==> config.mk <==
export PLATFORM = sky130hd
export DESIGN_NAME = sr_cmd_gen_flat
export DESIGN_NICKNAME = d
export VERILOG_FILES = /design/src/rtl/sr_cmd_gen_if.sv /design/src/rtl/sr_cmd_gen.sv /design/src/flat_wrapper.sv
export SDC_FILE = /design/constraint.sdc
export NUM_CORES = 1
export LEC_CHECK = 0
export ABC_AREA = 1
export CAP_MARGIN = 20
export CORE_AREA = 2 2 42 52
export DETAILED_ROUTE_END_ITERATION = 10
export DIE_AREA = 0 0 44 54
export GPL_TIMING_DRIVEN = 0
export MAX_ROUTING_LAYER = met4
export PLACE_DENSITY = 0.7
export SYNTH_ARGS = -nofsm -noshare
export SYNTH_HDL_FRONTEND = slang
export SYNTH_SLANG_ARGS = --single-unit
==> constraint.sdc <==
create_clock -name clk -period 2.4 [get_ports clk]
set_input_delay 0.48 -clock clk [delete_from_list [all_inputs] [get_ports clk]]
set_output_delay 0.48 -clock clk [all_outputs]
set_load 0.02 [all_outputs]
==> src/rtl/sr_cmd_gen_if.sv <==
// rtl/sr_cmd_gen_if.sv - button inputs and latch command outputs of sr_cmd_gen
interface sr_cmd_gen_if;
  logic btn_set;
  logic btn_reset;
  logic S;
  logic R;
  logic q_model;
  logic locked;

  // Front panel side: drives the raw buttons, watches the latch commands
  modport master (
    output btn_set,
    output btn_reset,
    input  S,
    input  R,
    input  q_model,
    input  locked
  );

  // Command generator side
  modport slave (
    input  btn_set,
    input  btn_reset,
    output S,
    output R,
    output q_model,
    output locked
  );
endinterface

==> src/rtl/sr_cmd_gen.sv <==
// rtl/sr_cmd_gen.sv - debounced, mutually exclusive one-cycle S/R pulse generator for latch_sr
module sr_cmd_gen #(
  parameter int DEBOUNCE_CYCLES = 4,
  parameter int CNT_W           = 3
) (
  input logic         clk,
  input logic         rst_n,
  sr_cmd_gen_if.slave sr_if
);

  typedef enum logic [1:0] {IDLE, PULSE_S, PULSE_R, LOCK} state_t;

  localparam logic [CNT_W-1:0] CNT_MAX = CNT_W'(DEBOUNCE_CYCLES - 1);

  logic             set_s1_q, set_s2_q, rst_s1_q, rst_s2_q;
  logic             set_db_q, set_db_d, rst_db_q, rst_db_d;
  logic             set_pv_q, rst_pv_q;
  logic [CNT_W-1:0] set_cnt_q, set_cnt_d, rst_cnt_q, rst_cnt_d;
  state_t           state_q, state_d;
  logic             q_model_q, q_model_d;
  logic             s_q, r_q, locked_q;
  logic             set_rise, rst_rise;

  // Rising edges of the debounced levels, one cycle after the level flips
  assign set_rise = set_db_q & ~set_pv_q;
  assign rst_rise = rst_db_q & ~rst_pv_q;

  // Debounce: flip only after DEBOUNCE_CYCLES consecutive disagreeing samples
  always_comb begin
    set_db_d  = set_db_q;
    set_cnt_d = '0;
    rst_db_d  = rst_db_q;
    rst_cnt_d = '0;
    if (set_s2_q != set_db_q) begin
      if (set_cnt_q == CNT_MAX) set_db_d = ~set_db_q;
      else                      set_cnt_d = set_cnt_q + 1'b1;
    end
    if (rst_s2_q != rst_db_q) begin
      if (rst_cnt_q == CNT_MAX) rst_db_d = ~rst_db_q;
      else                      rst_cnt_d = rst_cnt_q + 1'b1;
    end
  end

  // Command FSM: reset request has priority, redundant requests only lock
  always_comb begin
    state_d   = state_q;
    q_model_d = q_model_q;
    case (state_q)
      IDLE: begin
        if (rst_rise)      state_d = q_model_q ? PULSE_R : LOCK;
        else if (set_rise) state_d = q_model_q ? LOCK : PULSE_S;
      end
      PULSE_S: begin
        q_model_d = 1'b1;
        state_d   = LOCK;
      end
      PULSE_R: begin
        q_model_d = 1'b0;
        state_d   = LOCK;
      end
      LOCK: begin
        if (!set_db_q && !rst_db_q) state_d = IDLE;
      end
      default: state_d = IDLE;
    endcase
  end

  // Synchronizers, debouncers and edge-detect history for both buttons
  always_ff @(posedge clk or negedge rst_n) begin
    if (!rst_n) begin
      set_s1_q  <= 1'b0;
      set_s2_q  <= 1'b0;
      rst_s1_q  <= 1'b0;
      rst_s2_q  <= 1'b0;
      set_db_q  <= 1'b0;
      rst_db_q  <= 1'b0;
      set_pv_q  <= 1'b0;
      rst_pv_q  <= 1'b0;
      set_cnt_q <= '0;
      rst_cnt_q <= '0;
    end else begin
      set_s1_q  <= sr_if.btn_set;
      set_s2_q  <= set_s1_q;
      rst_s1_q  <= sr_if.btn_reset;
      rst_s2_q  <= rst_s1_q;
      set_db_q  <= set_db_d;
      rst_db_q  <= rst_db_d;
      set_pv_q  <= set_db_q;
      rst_pv_q  <= rst_db_q;
      set_cnt_q <= set_cnt_d;
      rst_cnt_q <= rst_cnt_d;
    end
  end

  // State, latch model and registered outputs so S/R never glitch
  always_ff @(posedge clk or negedge rst_n) begin
    if (!rst_n) begin
      state_q   <= IDLE;
      q_model_q <= 1'b0;
      s_q       <= 1'b0;
      r_q       <= 1'b0;
      locked_q  <= 1'b0;
    end else begin
      state_q   <= state_d;
      q_model_q <= q_model_d;
      s_q       <= (state_d == PULSE_S);
      r_q       <= (state_d == PULSE_R);
      locked_q  <= (state_d == LOCK);
    end
  end

  assign sr_if.S       = s_q;
  assign sr_if.R       = r_q;
  assign sr_if.q_model = q_model_q;
  assign sr_if.locked  = locked_q;

endmodule

==> src/flat_wrapper.sv <==
// flat-port wrapper written by rule: the top's interface ports become plain ports
module sr_cmd_gen_flat 
#(
  parameter int DEBOUNCE_CYCLES = 4,
  parameter int CNT_W           = 3
)
  (clk, rst_n, sr_if_btn_set, sr_if_btn_reset, sr_if_S, sr_if_R, sr_if_q_model, sr_if_locked);
  sr_cmd_gen_if sr_if_i ();
  input logic clk;
  input logic rst_n;
  input wire logic [$bits(sr_if_i.btn_set)-1:0] sr_if_btn_set;
  input wire logic [$bits(sr_if_i.btn_reset)-1:0] sr_if_btn_reset;
  output wire logic [$bits(sr_if_i.S)-1:0] sr_if_S;
  output wire logic [$bits(sr_if_i.R)-1:0] sr_if_R;
  output wire logic [$bits(sr_if_i.q_model)-1:0] sr_if_q_model;
  output wire logic [$bits(sr_if_i.locked)-1:0] sr_if_locked;
  assign sr_if_i.btn_set = sr_if_btn_set;
  assign sr_if_i.btn_reset = sr_if_btn_reset;
  assign sr_if_S = sr_if_i.S;
  assign sr_if_R = sr_if_i.R;
  assign sr_if_q_model = sr_if_i.q_model;
  assign sr_if_locked = sr_if_i.locked;
  sr_cmd_gen #(.DEBOUNCE_CYCLES(DEBOUNCE_CYCLES), .CNT_W(CNT_W)) u_core (.clk(clk), .rst_n(rst_n), .sr_if(sr_if_i));
endmodule
==> summary.txt <==
Clock network
  • Hold Buf Count CTS: 0
  • CTS tree: built
  • Clk sinks: 20
  • Max clock buf depth: 2
  • # Post-CTS Setup Buffers: 0
  • Worst-path clk slew: 0.10 ns
  • Clock root buffer: clkbuf_4
  • Clock Latency Late Sink: 0.29 ns
  • CTS Buf Count: 3
  • H-tree depth: 1
  • # resized after CTS: 0

Critical path
  • Crit. End Element: output port
  • CP arrival: 1.32 ns
  • R2r setup slk: 1.14 ns
  • Buf+Inv Stages, Crit Path: 1
  • Slowest stage delay, CP: 0.62 ns
  • Crit start category: register
  • Worst path depth: 1
  • Crit path max-delay family: buffers and inverters
  • Worst EP required: 1.92 ns
  • Highest-delay cell along the critical path: clkdlybuf4s50_1
  • CP Max Fanout: 4
  • R2r worst-path depth: 8
  • Setup CP Type: reg2out
  • Critical-path cell list: clkdlybuf4s50_1

Global route
  • First-pass GRT wire length: 2.325 mm
  • Antenna violations before repair: 0
  • Vias in the first global route: 547
  • Largest net degree at the start of global routing: 21
  • Tot GR Track Use: 14.37%
  • Global route overflow: 0

Logic synthesis
  • Synth Net Count: 91
  • Yosys Warn Count: 0
  • Sequential share of the synthesized area: 61.63%
  • Syn_area_per_cell: 9.903 sq um
  • Synthesized cell area: 812.0 sq um
  • Syn Inst Count: 82
  • Yosys cell types: 14
  • Yosys reg bits: 20

Drt
  • Vias: 504
  • Final wirelength: 1.181 mm
  • Avg Vias per Cell: 4.500
  • Antenna Nets Post-Route: 0
  • Routed wirelength normalized by instance count: 10.54 um
  • Total iterations of the first detailed-routing run: 4
  • DRC viols: 0
  • DR iter-0 viols: 4

Timing
  • Min Hold Slack: 0.3590 ns
  • Slew HR: 43.56%
  • Final hold violation count: 0
  • Pins Over Slew Limit: 0
  • RSZ-0062 raised after global routing: no
  • Final min period: 1.796 ns
  • FMAX: 0.5568 GHz
  • Final Setup Violations: 0
  • Setup TNS Final: 0 ns
  • Crit share post-route: 74.83%
  • Pin slew with the least headroom to its limit: 0.8440 ns
  • Worst clock skew: 0.004931 ns

Floorplanning
  • Die X: 44 um
  • Row cnt: 18
  • Die Y: 54 um
  • Area of the core: 1937 sq um
  • Initial cell density of the core: 41.93%
  • Io pins: 8
  • Die area: 2376 sq um

Power and ir drop
  • Design Power: 1215 uW
  • Clock power share: 12.4%
  • Lkg Pwr: 0.0004893 uW
  • Switch share: 39.90%
  • Internal Power: 730.4 uW
  • Switch Pwr: 484.8 uW
  • Cell Pwr Density: 1307 nW/um^2
  • Gate power share: 44.0%
  • Peak supply drop: 950.7 uV
  • Reg power frac: 43.6%

Finish
  • Commonest cells after routing, fill and taps aside: nand2_1 (20), dfrtp_1 (20), inv_1 (12), clkdlybuf4s50_1 (7), nor2_1 (6)
  • P&R area growth vs syn: 14.48%
  • Final #Nets: 103
  • Non-Filler Instances: 112
  • Ratio of cells with drive above 1 in the final layout: 10.87%
  • FILL cells: 182
  • N_diodes: 0

Placement
  • DP HPWL: 868.2 um
  • PortBufs: 7
  • Final GP Congestion: 0.7806
  • Inst Count DP: 109

Hold path
  • Hold Path Cell Cnt: 0
  • Worst hold-check path type: reg2reg

Outcome
  • Outcome: complete, no violations

Job
  • # Max-Cap Violations: 0
-- final timing paths --
check	start	to
min	u_core.set_s1_q	u_core.set_s2_q
max in group asynchronous	rst_n	u_core.rst_pv_q
max reg2reg	u_core.state_q[1]	u_core.sr_if.S
min in group asynchronous	rst_n	u_core.set_cnt_q[0]
min reg2reg	u_core.set_s1_q	u_core.set_s2_q
max	u_core.sr_if.q_model	sr_if_q_model
-- Yosys cell counts --
library cell   n  share of area (%)
inv_1         12                5.5
nor3_1         3                1.8
dfrtp_1       20                 62
nor2_1         6                2.8
nand2_2        2                1.5
ha_1           5                7.7
nor3b_1        1               0.92
nand2_1       20                9.2
o21ai_1        2                1.2
inv_2          4                1.8
a21oi_1        1               0.62
nand3_1        3                1.8
xnor2_1        2                2.2
o21ai_2        1                1.1
-- power by group through the flow --
stage	registers [uW]	clock network (uW)	logic, uW
floorplan	556	0	371
global placement	531	0	527
detailed placement	540	0	542
CTS	533	159	545
global route	548	172	634
finish	530	150	534
-- logic make-up after synthesis --
family	after synthesis	synth area share, %
AND/OR/NAND/NOR	35	18.18
flip-flops	20	61.63
buffers and inverters	16	7.395
adder cells (fa/ha/maj)	5	7.704
AO/OA/AOI/OAI	4	2.927
XOR/XNOR	2	2.158
-- metal layers --
layer / global-route usage [%] / vias to the layer above / wire, um
li1: - / 266 / -
met1: 17.61 / 227 / 567
met2: 21.57 / 9 / 562
met3: 3.020 / 2 / 36
met4: 9.091 / 0 / 14
met5: - / - / 0
-- through the flow --
step / utilization [%] / cell area (sq um) / worst slack (ns)
floorplan: - / 812.0 / 1.239
global placement: 46.83 / 907.1 / 0.8129
detailed placement: 46.83 / 907.1 / 0.7978
CTS: 48.00 / 929.6 / 0.5771
global route: 48.00 / 929.6 / 0.5295
finish: 48.00 / 929.6 / 0.6041
-- layout make-up --
cell class,instances,area (sq um),share of cell area [%]
multi-input combinational,46,251.5,27.05
sequential,20,500.5,53.84
timing repair buffer,7,70.07,7.537
tap,20,25.02,2.692
clock buffer,3,22.52,2.423
inverter,16,60.06,6.460
-- registers in the layout (all words and copies together), names as in the netlist --
| name | flops |
|---|---|
| u_core.rst_cnt_q | 3 |
| u_core.rst_db_q | 1 |
| u_core.rst_pv_q | 1 |
| u_core.rst_s1_q | 1 |
| u_core.rst_s2_q | 1 |
| u_core.set_cnt_q | 3 |
| u_core.set_db_q | 1 |
| u_core.set_pv_q | 1 |
| u_core.set_s1_q | 1 |
| u_core.set_s2_q | 1 |
| u_core.sr_if.R | 1 |
| u_core.sr_if.S | 1 |
| u_core.sr_if.locked | 1 |
| u_core.sr_if.q_model | 1 |
| u_core.state_q | 2 |
Note: power is estimated with default switching activity, not from simulation.
